File: src/rtl/minimac_rx_multislot.sv
// minimac_rx_multislot: MII/GMII byte assembly into NSLOTS slot buffers; ports: phy_rx_clk/phy_rx_rst, rx_ready in / rx_done out slot handshake, rx_count/rx_status per-slot results, rx_dropped no-slot counter, rxb_dat/rxb_adr/rxb_we buffer write port, phy_dv/phy_rx_data/phy_rx_er PHY stream
module minimac_rx_multislot #(
  parameter int NSLOTS = 4,
  parameter int ADDR_W = 11,
  parameter int PHY_W  = 4
) (
  input  logic                         phy_rx_clk,
  input  logic                         phy_rx_rst,
  input  logic [NSLOTS-1:0]            rx_ready,
  output logic [NSLOTS-1:0]            rx_done,
  output logic [NSLOTS*(ADDR_W+1)-1:0] rx_count,
  output logic [NSLOTS*3-1:0]          rx_status,
  output logic [15:0]                  rx_dropped,
  output logic [7:0]                   rxb_dat,
  output logic [ADDR_W-1:0]            rxb_adr,
  output logic [NSLOTS-1:0]            rxb_we,
  input  logic                         phy_dv,
  input  logic [PHY_W-1:0]             phy_rx_data,
  input  logic                         phy_rx_er
);
  localparam int CW = ADDR_W + 1;
  localparam int SW = NSLOTS > 1 ? $clog2(NSLOTS) : 1;
  localparam logic [CW-1:0] DEPTH = {1'b1, {ADDR_W{1'b0}}};
  localparam bit MII = PHY_W == 4;
  typedef enum logic [2:0] {IDLE, LOAD_LO, LOAD_HI, RECV, DISCARD, TERMINATE} state_t;
  state_t r_state, w_next;
  logic [NSLOTS-1:0] r_avail, w_onehot;
  logic [SW-1:0] r_slot, w_free_idx;
  logic [7:0] r_byte, w_in;
  logic [CW-1:0] w_cnt;
  logic w_free_any, w_start, w_drop, w_wr, w_end, w_odd;
  assign w_in = 8'(phy_rx_data);
  assign w_cnt = rx_count[r_slot*CW +: CW];
  assign w_onehot = NSLOTS'(1) << r_slot;
  assign w_free_any = |r_avail;
  assign rxb_dat = r_byte;
  assign rxb_adr = w_cnt[ADDR_W-1:0];
  assign rxb_we = (w_wr && w_cnt != DEPTH) ? w_onehot : '0;
  always_comb begin
    w_free_idx = '0;
    for (int i = NSLOTS - 1; i >= 0; i--) if (r_avail[i]) w_free_idx = SW'(i);
  end
  always_comb begin
    w_next = r_state;
    w_start = 1'b0;
    w_drop = 1'b0;
    w_wr = 1'b0;
    w_end = 1'b0;
    w_odd = 1'b0;
    case (r_state)
      IDLE: if (phy_dv) begin
        w_start = w_free_any;
        w_drop = !w_free_any;
        w_next = !w_free_any ? DISCARD : MII ? LOAD_HI : RECV;
      end
      LOAD_HI: begin
        w_end = !phy_dv;
        w_odd = !phy_dv;
        w_next = phy_dv ? LOAD_LO : TERMINATE;
      end
      LOAD_LO, RECV: begin
        w_wr = 1'b1;
        w_end = !phy_dv;
        w_next = !phy_dv ? TERMINATE : MII ? LOAD_HI : RECV;
      end
      DISCARD: w_next = phy_dv ? DISCARD : IDLE;
      default: w_next = IDLE;
    endcase
  end
  always_ff @(posedge phy_rx_clk) begin
    if (phy_rx_rst) r_state <= IDLE;
    else r_state <= w_next;
  end
  always_ff @(posedge phy_rx_clk) begin
    if (phy_rx_rst) begin
      r_avail <= '0;
      r_slot <= '0;
      r_byte <= '0;
      rx_count <= '0;
      rx_status <= '0;
      rx_dropped <= '0;
      rx_done <= '0;
    end else begin
      r_avail <= (r_avail & ~rx_done) | rx_ready;
      rx_done <= w_end ? w_onehot : '0;
      if (w_drop && rx_dropped != 16'hFFFF) rx_dropped <= rx_dropped + 16'd1;
      if (phy_dv) begin
        if (!MII) r_byte <= w_in;
        else if (r_state == LOAD_HI) r_byte[7:4] <= w_in[3:0];
        else r_byte[3:0] <= w_in[3:0];
      end
      if (w_start) begin
        r_slot <= w_free_idx;
        rx_count[w_free_idx*CW +: CW] <= '0;
        rx_status[w_free_idx*3 +: 3] <= {2'b00, phy_rx_er};
      end else begin
        if (w_wr && w_cnt == DEPTH) rx_status[r_slot*3+1] <= 1'b1;
        if (w_wr && w_cnt != DEPTH) rx_count[r_slot*CW +: CW] <= w_cnt + 1'b1;
        if (phy_dv && phy_rx_er && r_state inside {LOAD_LO, LOAD_HI, RECV}) rx_status[r_slot*3] <= 1'b1;
        if (w_odd) rx_status[r_slot*3+2] <= 1'b1;
      end
    end
  end
endmodule

File: config.mk
export PLATFORM = sky130hd
export DESIGN_NAME = minimac_rx_multislot
export DESIGN_NICKNAME = d
export VERILOG_FILES = /design/src/rtl/minimac_rx_multislot.sv
export SDC_FILE = /design/constraint.sdc
export NUM_CORES = 1
export LEC_CHECK = 0
export CAP_MARGIN = 20
export CORE_MARGIN = 3
export CORE_UTILIZATION = 52
export CTS_CLUSTER_DIAMETER = 60
export DETAILED_ROUTE_END_ITERATION = 6
export PLACE_DENSITY_LB_ADDON = 0.25
export REMOVE_ABC_BUFFERS = 1
export SLEW_MARGIN = 20
export SYNTH_ARGS = -nofsm -noshare
export SYNTH_HDL_FRONTEND = slang
export SYNTH_SLANG_ARGS = --single-unit
File: constraint.sdc
create_clock -name phy_rx_clk -period 4.25 [get_ports phy_rx_clk]
set_input_delay 0.6375 -clock phy_rx_clk [delete_from_list [all_inputs] [get_ports phy_rx_clk]]
set_output_delay 0.6375 -clock phy_rx_clk [all_outputs]
set_load 0.1 [all_outputs]
==> reports/qor.csv, run 1 <==
metric;value;unit
synth_top_area_share;35.2;%
drc_errors;0;
regArea;1940;µm²
num_vias;6021;
die_x;109;µm
slew_headroom;32.8;%
synth_largest_area_cell;dfxtp_1;
crit_path_end_kind;primary output;
nFillCells;794;
clock_skew;22.4;ps
vias_per_cell;6.77;
cts_tree;yes;
clock-sinks;97;
io_buffers;114;
post-route-period-util;94.4;%
n_antenna_cell;0;
clkSlewWorstSetupHoldPaths;110;ps
power.switching;738;µW
max_freq;249;MHz
routed_wl;20700;µm
ir_drop;0.000315;V
synthTopCellsByCount;dfxtp_1 (97), nand2_1 (61), nor2_1 (55);
ant_nets;0;
cts-root-buf;clkbuf_8;
antenna_found_initial;0;
syn_avg_cell_area;8.60;µm²
synth_seq_cells;97;
die-area;11900;µm²
finalCriticalPeriod;4010;ps
finalHoldViolations;0;
critPathMaxStageDelay;610;ps
synth_cell_type_count;73;
multi_input_area;3340;µm²
cts_buffers;9;
grt_pass1_vias;5792;
cpLargestDelayFamily;simple AND/OR/NAND/NOR gates;
p_int;1270;µW
syn-cell-area;5520;µm²
utilization;69.9;%
slowest_stage;or4_4;
pin_count;115;
synth-main-ff-cell;dfxtp_1;
cp.required;3610;ps
status;finished clean;
grt_pass1_wl;32100;µm
ys_warn_count;0;
dieHeight;109;µm
insertion_delay;410;ps
wire_per_inst;23.3;µm
critPathArrivalTime;3370;ps
holdCritPathClass;reg -> reg;
grt_setup_unrepaired;no;
cts_buffer_depth;2;
core_area;10000;µm²
synth-edff-count;0;
drive_gt1_share;10.3;%
path_class;reg -> out;
stdcell_count;890;
seq_area_frac_synth;35.2;%
async_reset_ff_share;0;%
hpwl;15100;µm
seqPwrFrac;47.2;%
maxSlewViolCount;0;
place_congestion;1.01;
overflow;0;
firstDrtPassIters;6;
drv_cap;0;
crit_buf_inv;2;
cts_resized;0;
pwr-share-comb;23.3;%
htreeDepth;3;
row_count;36;
post-cts-setup-buffer-count;0;
p_leak;0.00243;µW
grt_max_degree;40;
layout.nets;783;
synth_cells;642;
initial_core_util;55.0;%
switching_share;36.8;%
tightest_slew;998;ps
clkPwrFrac;29.5;%
power_density;286;nW/µm²
synth_most_common_cell;dfxtp_1;
area_growth_syn_to_layout;27.1;%
grt_use_total;35.5;%
netlist_top_cells_area;dfxtp_1 (35%), ha_1 (4.3%), nand2_1 (4.1%), a22o_1 (4.0%), nor2_1 (3.7%);
cts_hold_repair.buffers;0;
worst-path-max-fanout;12;
cp_cell_sequence;buf_4 > mux4_2 > or4_4 > o31ai_4 > nor2_1 > buf_12;
dr.first_iter.drc_count;601;
setup_violations;0;
start_kind;flop;
dpl.cell_count;874;
state kept, by name, indices dropped and copies added (netlist names):
register / flops
rx_status: 12
rx_count: 48
rx_done: 4
rx_dropped: 16
r_state: 3
r_slot: 2
r_avail: 4
rxb_dat: 8
layout by cell type, fill, tap and decap left out, types with 19 or more instances in the layout:
master and count:
nor3_1 20, ha_1 19, buf_4 34, dfxtp_1 97, a21oi_1 41, nand3_1 30
a22o_1 25, clkdlybuf4s50_1 98, nand2_1 61, nor2_1 55, o21ai_0 25
area by class of cell:
| cell class | count | share of cell area (%) |
|---|---|---|
| clock buffer | 9 | 1.76 |
| clock inverter | 7 | 0.784 |
| inverter | 18 | 0.963 |
| multi-input combinational | 489 | 47.6 |
| sequential | 97 | 27.7 |
| tap | 133 | 2.37 |
| timing repair buffer | 137 | 18.8 |
routing by layer:
layer	track usage, %	wire length (µm)	vias to the layer above
met1	47.0	8240	2842
met2	53.6	9110	448
met5	0	0	-
li1	-	-	2644
met3	11.3	2580	87
met4	14.2	808	0
tightest hold or removal path, stage by stage, from the launching register on:
cell and delay (ps):
dfxtp_1 320, nand2_1 50, a21oi_1 50
worst paths after layout:
kind                                              start                        end  slack [ps]  cells past startpoint
worst max register to register   r_slot[0]$_SDFFE_PP0P_  rx_count[24]$_SDFFE_PP0P_         450                      9
worst min-delay path            rxb_dat[3]$_SDFFE_PP0P_    rxb_dat[3]$_SDFFE_PP0P_         470                      2
worst max-delay path             r_slot[0]$_SDFFE_PP0P_                  rxb_we[0]         240                      6
worst min register to register  rxb_dat[3]$_SDFFE_PP0P_    rxb_dat[3]$_SDFFE_PP0P_         470                      2
kinds of logic after synthesis:
group	Yosys count	synth area share [%]
AND/OR/NAND/NOR	254	23.7
AO/OA/AOI/OAI	179	23.4
flip-flops	97	35.2
buffers and inverters	56	4.28
XOR/XNOR	19	3.01
adder cells (fa/ha/maj)	19	4.31
multiplexers	18	6.19
power groups by stage:
stage	Clock (µW)	Sequential, µW	Combinational [µW]
floorplan	0	1060	206
global placement	0	965	451
detailed placement	0	967	454
CTS	592	947	455
global route	626	950	493
finish	592	947	468
stage by stage:
| step | setup WS (ps) | hold WS (ps) | power (µW) | TNS (ps) | cell area (µm²) |
|---|---|---|---|---|---|
| 6_report | 240 | 468 | 2010 | 0 | 7020 |
| 5_1_grt | 139 | 501 | 2070 | 0 | 7020 |
| 4_1_cts | 306 | 465 | 1990 | 0 | 7020 |
| 3_5_place_dp | 668 | 451 | 1420 | 0 | 6840 |
| 3_3_place_gp | 813 | 445 | 1420 | 0 | 6840 |
| 2_1_floorplan | -467 | 490 | 1260 | -1750 | 5350 |
Power figures use the tool's default switching activity.
==> inputs of run 2 (changes only) <==
--- a/config.mk
+++ b/config.mk
@@ -7,7 +7,7 @@
 export LEC_CHECK = 0
 export CAP_MARGIN = 20
 export CORE_MARGIN = 3
-export CORE_UTILIZATION = 52
+export CORE_UTILIZATION = 25
 export CTS_CLUSTER_DIAMETER = 60
 export DETAILED_ROUTE_END_ITERATION = 6
 export PLACE_DENSITY_LB_ADDON = 0.25
==> run 2 against run 1 <==
Against the previous run: sequential power barely moved; cell area up 5.4%; total power up 14%; hold slack worse by 4.9 ps; largest power group unchanged.
==> reports/qor.csv, run 2 (synthesis results as in run 1) <==
metric;value;unit
status;finished clean;
critPathArrivalTime;3360;ps
whs;463;ps
critPathMaxStageDelay;620;ps
routed_wl;21700;µm
dieHeight;155;µm
met2_usage;27.5;%
stdcell_count;1037;
setup_violations;0;
post-route-period-util;94.1;%
slowest_stage;mux4_2;
p_leak;0.00251;µW
crit_buf_inv;3;
dpl_cell_area;7090;µm²
nFillCells;2290;
startpoint;r_slot[0]$_SDFFE_PP0P_;
met3_usage;4.20;%
top_regs;rx_count x48, rx_dropped x16, rx_status x12;
n_antenna_cell;0;
power.total;2290;µW
layout.nets;788;
regArea;1940;µm²
pin_count;115;
ant_nets;0;
tightest_slew;1020;ps
seqPwrFrac;41.4;%
clock-sinks;97;
maxSlewViolCount;0;
initial_core_util;25.9;%
multi_input_area;3340;µm²
die_x;155;µm
cp_cell_sequence;buf_12 > mux4_2 > nor4bb_1 > a31oi_1 > buf_4 > and2_1 > buf_12;
hpwl;16100;µm
grt_pass1_wl;33100;µm
grt_setup_unrepaired;no;
power_density;310;nW/µm²
cp.required;3610;ps
vias_per_cell;5.46;
insertion_delay;360;ps
path_class;reg -> out;
io_buffers;114;
pwr-share-comb;20.6;%
cts-root-buf;clkbuf_16;
final_common_cell;clkdlybuf4s50_1;
firstDrtPassIters;5;
cts_buffers;9;
cpLargestDelayFamily;buffers and inverters;
cts_resized;0;
ir_drop;0.000213;V
r2r-start;r_slot[0]$_SDFFE_PP0P_;
wire_per_inst;20.9;µm
htreeDepth;3;
regMostFlops;rx_count;
finalInstanceArea;7400;µm²
cts_tree;yes;
row_count;53;
dr.first_iter.drc_count;452;
grt_pass1_vias;5435;
place_congestion;0.947;
core_area;21400;µm²
drc_errors;0;
finalHoldViolations;0;
antenna_found_initial;0;
finalCriticalPeriod;4000;ps
grt_use_total;17.6;%
cts_hold_repair.buffers;0;
start_kind;flop;
crit_top_cell;buf_12;
drv_cap;0;
p_int;1530;µW
max_freq;250;MHz
final.setup.tns;0;ps
top_usage_layer;met2;
drive_gt1_share;9.97;%
slew_headroom;31.7;%
overflow;0;
die-area;23900;µm²
crit_path_end_kind;primary output;
area_growth_syn_to_layout;33.9;%
clock_skew;14.6;ps
post-cts-setup-buffer-count;0;
min-delay-start;rxb_dat[0]$_SDFFE_PP0P_;
worst-path-max-fanout;35;
final_cell_mix;clkdlybuf4s50_1 (106), dfxtp_1 (96), nand2_1 (61);
cts_buffer_depth;2;
largest_register_ff_count;48;
dpl.cell_count;1021;
power.switching;764;µW
grtUsageMet1;23.7;%
switching_share;33.3;%
clkSlewWorstSetupHoldPaths;80;ps
grt_max_degree;40;
holdCritPathClass;reg -> reg;
num_vias;5663;
clkPwrFrac;38.0;%
run 2: layout make-up:
| type | instances | share of cell area, % |
|---|---|---|
| Multi-Input combinational cell | 489 | 45.2 |
| Sequential cell | 97 | 26.3 |
| Timing Repair Buffer | 142 | 18.8 |
| Tap cell | 275 | 4.65 |
| Clock buffer | 9 | 3.05 |
| Clock inverter | 7 | 1.10 |
| Inverter | 18 | 0.914 |
run 2: layer usage:
layer / wire, µm / vias up
li1: - / 2655
met1: 9420 / 2697
met2: 9840 / 267
met3: 1730 / 44
met4: 674 / 0
met5: 0 / -
run 2: stage by stage:
step / worst slack, ps / utilization (%)
final: 249 / 34.6
after floorplan: -467 / -
after CTS: 237 / 34.6
after global routing: 34.1 / 34.6
after global placement: 519 / 33.2
after detailed placement: 474 / 33.2
run 2: tightest hold or removal path, cell delays in order (launching register included):
cell and delay, ps:
dfxtp_1 320, nand2_1 50, a21oi_1 50
run 2: power groups by stage:
stage	logic (µW)	registers, µW	clock network (µW)
after global placement	470	971	0
final	473	949	870
after CTS	469	949	891
after global routing	497	953	929
after detailed placement	467	971	0
after floorplan	206	1060	0
run 2: final timing paths:
check	endpoint	slack [ps]	cells past startpoint
setup / recovery	rxb_we[2]	250	7
hold / removal	rxb_dat[0]$_SDFFE_PP0P_	460	2
setup reg to reg	rx_count[30]$_SDFFE_PP0P_	380	8
hold reg to reg	rxb_dat[0]$_SDFFE_PP0P_	460	2
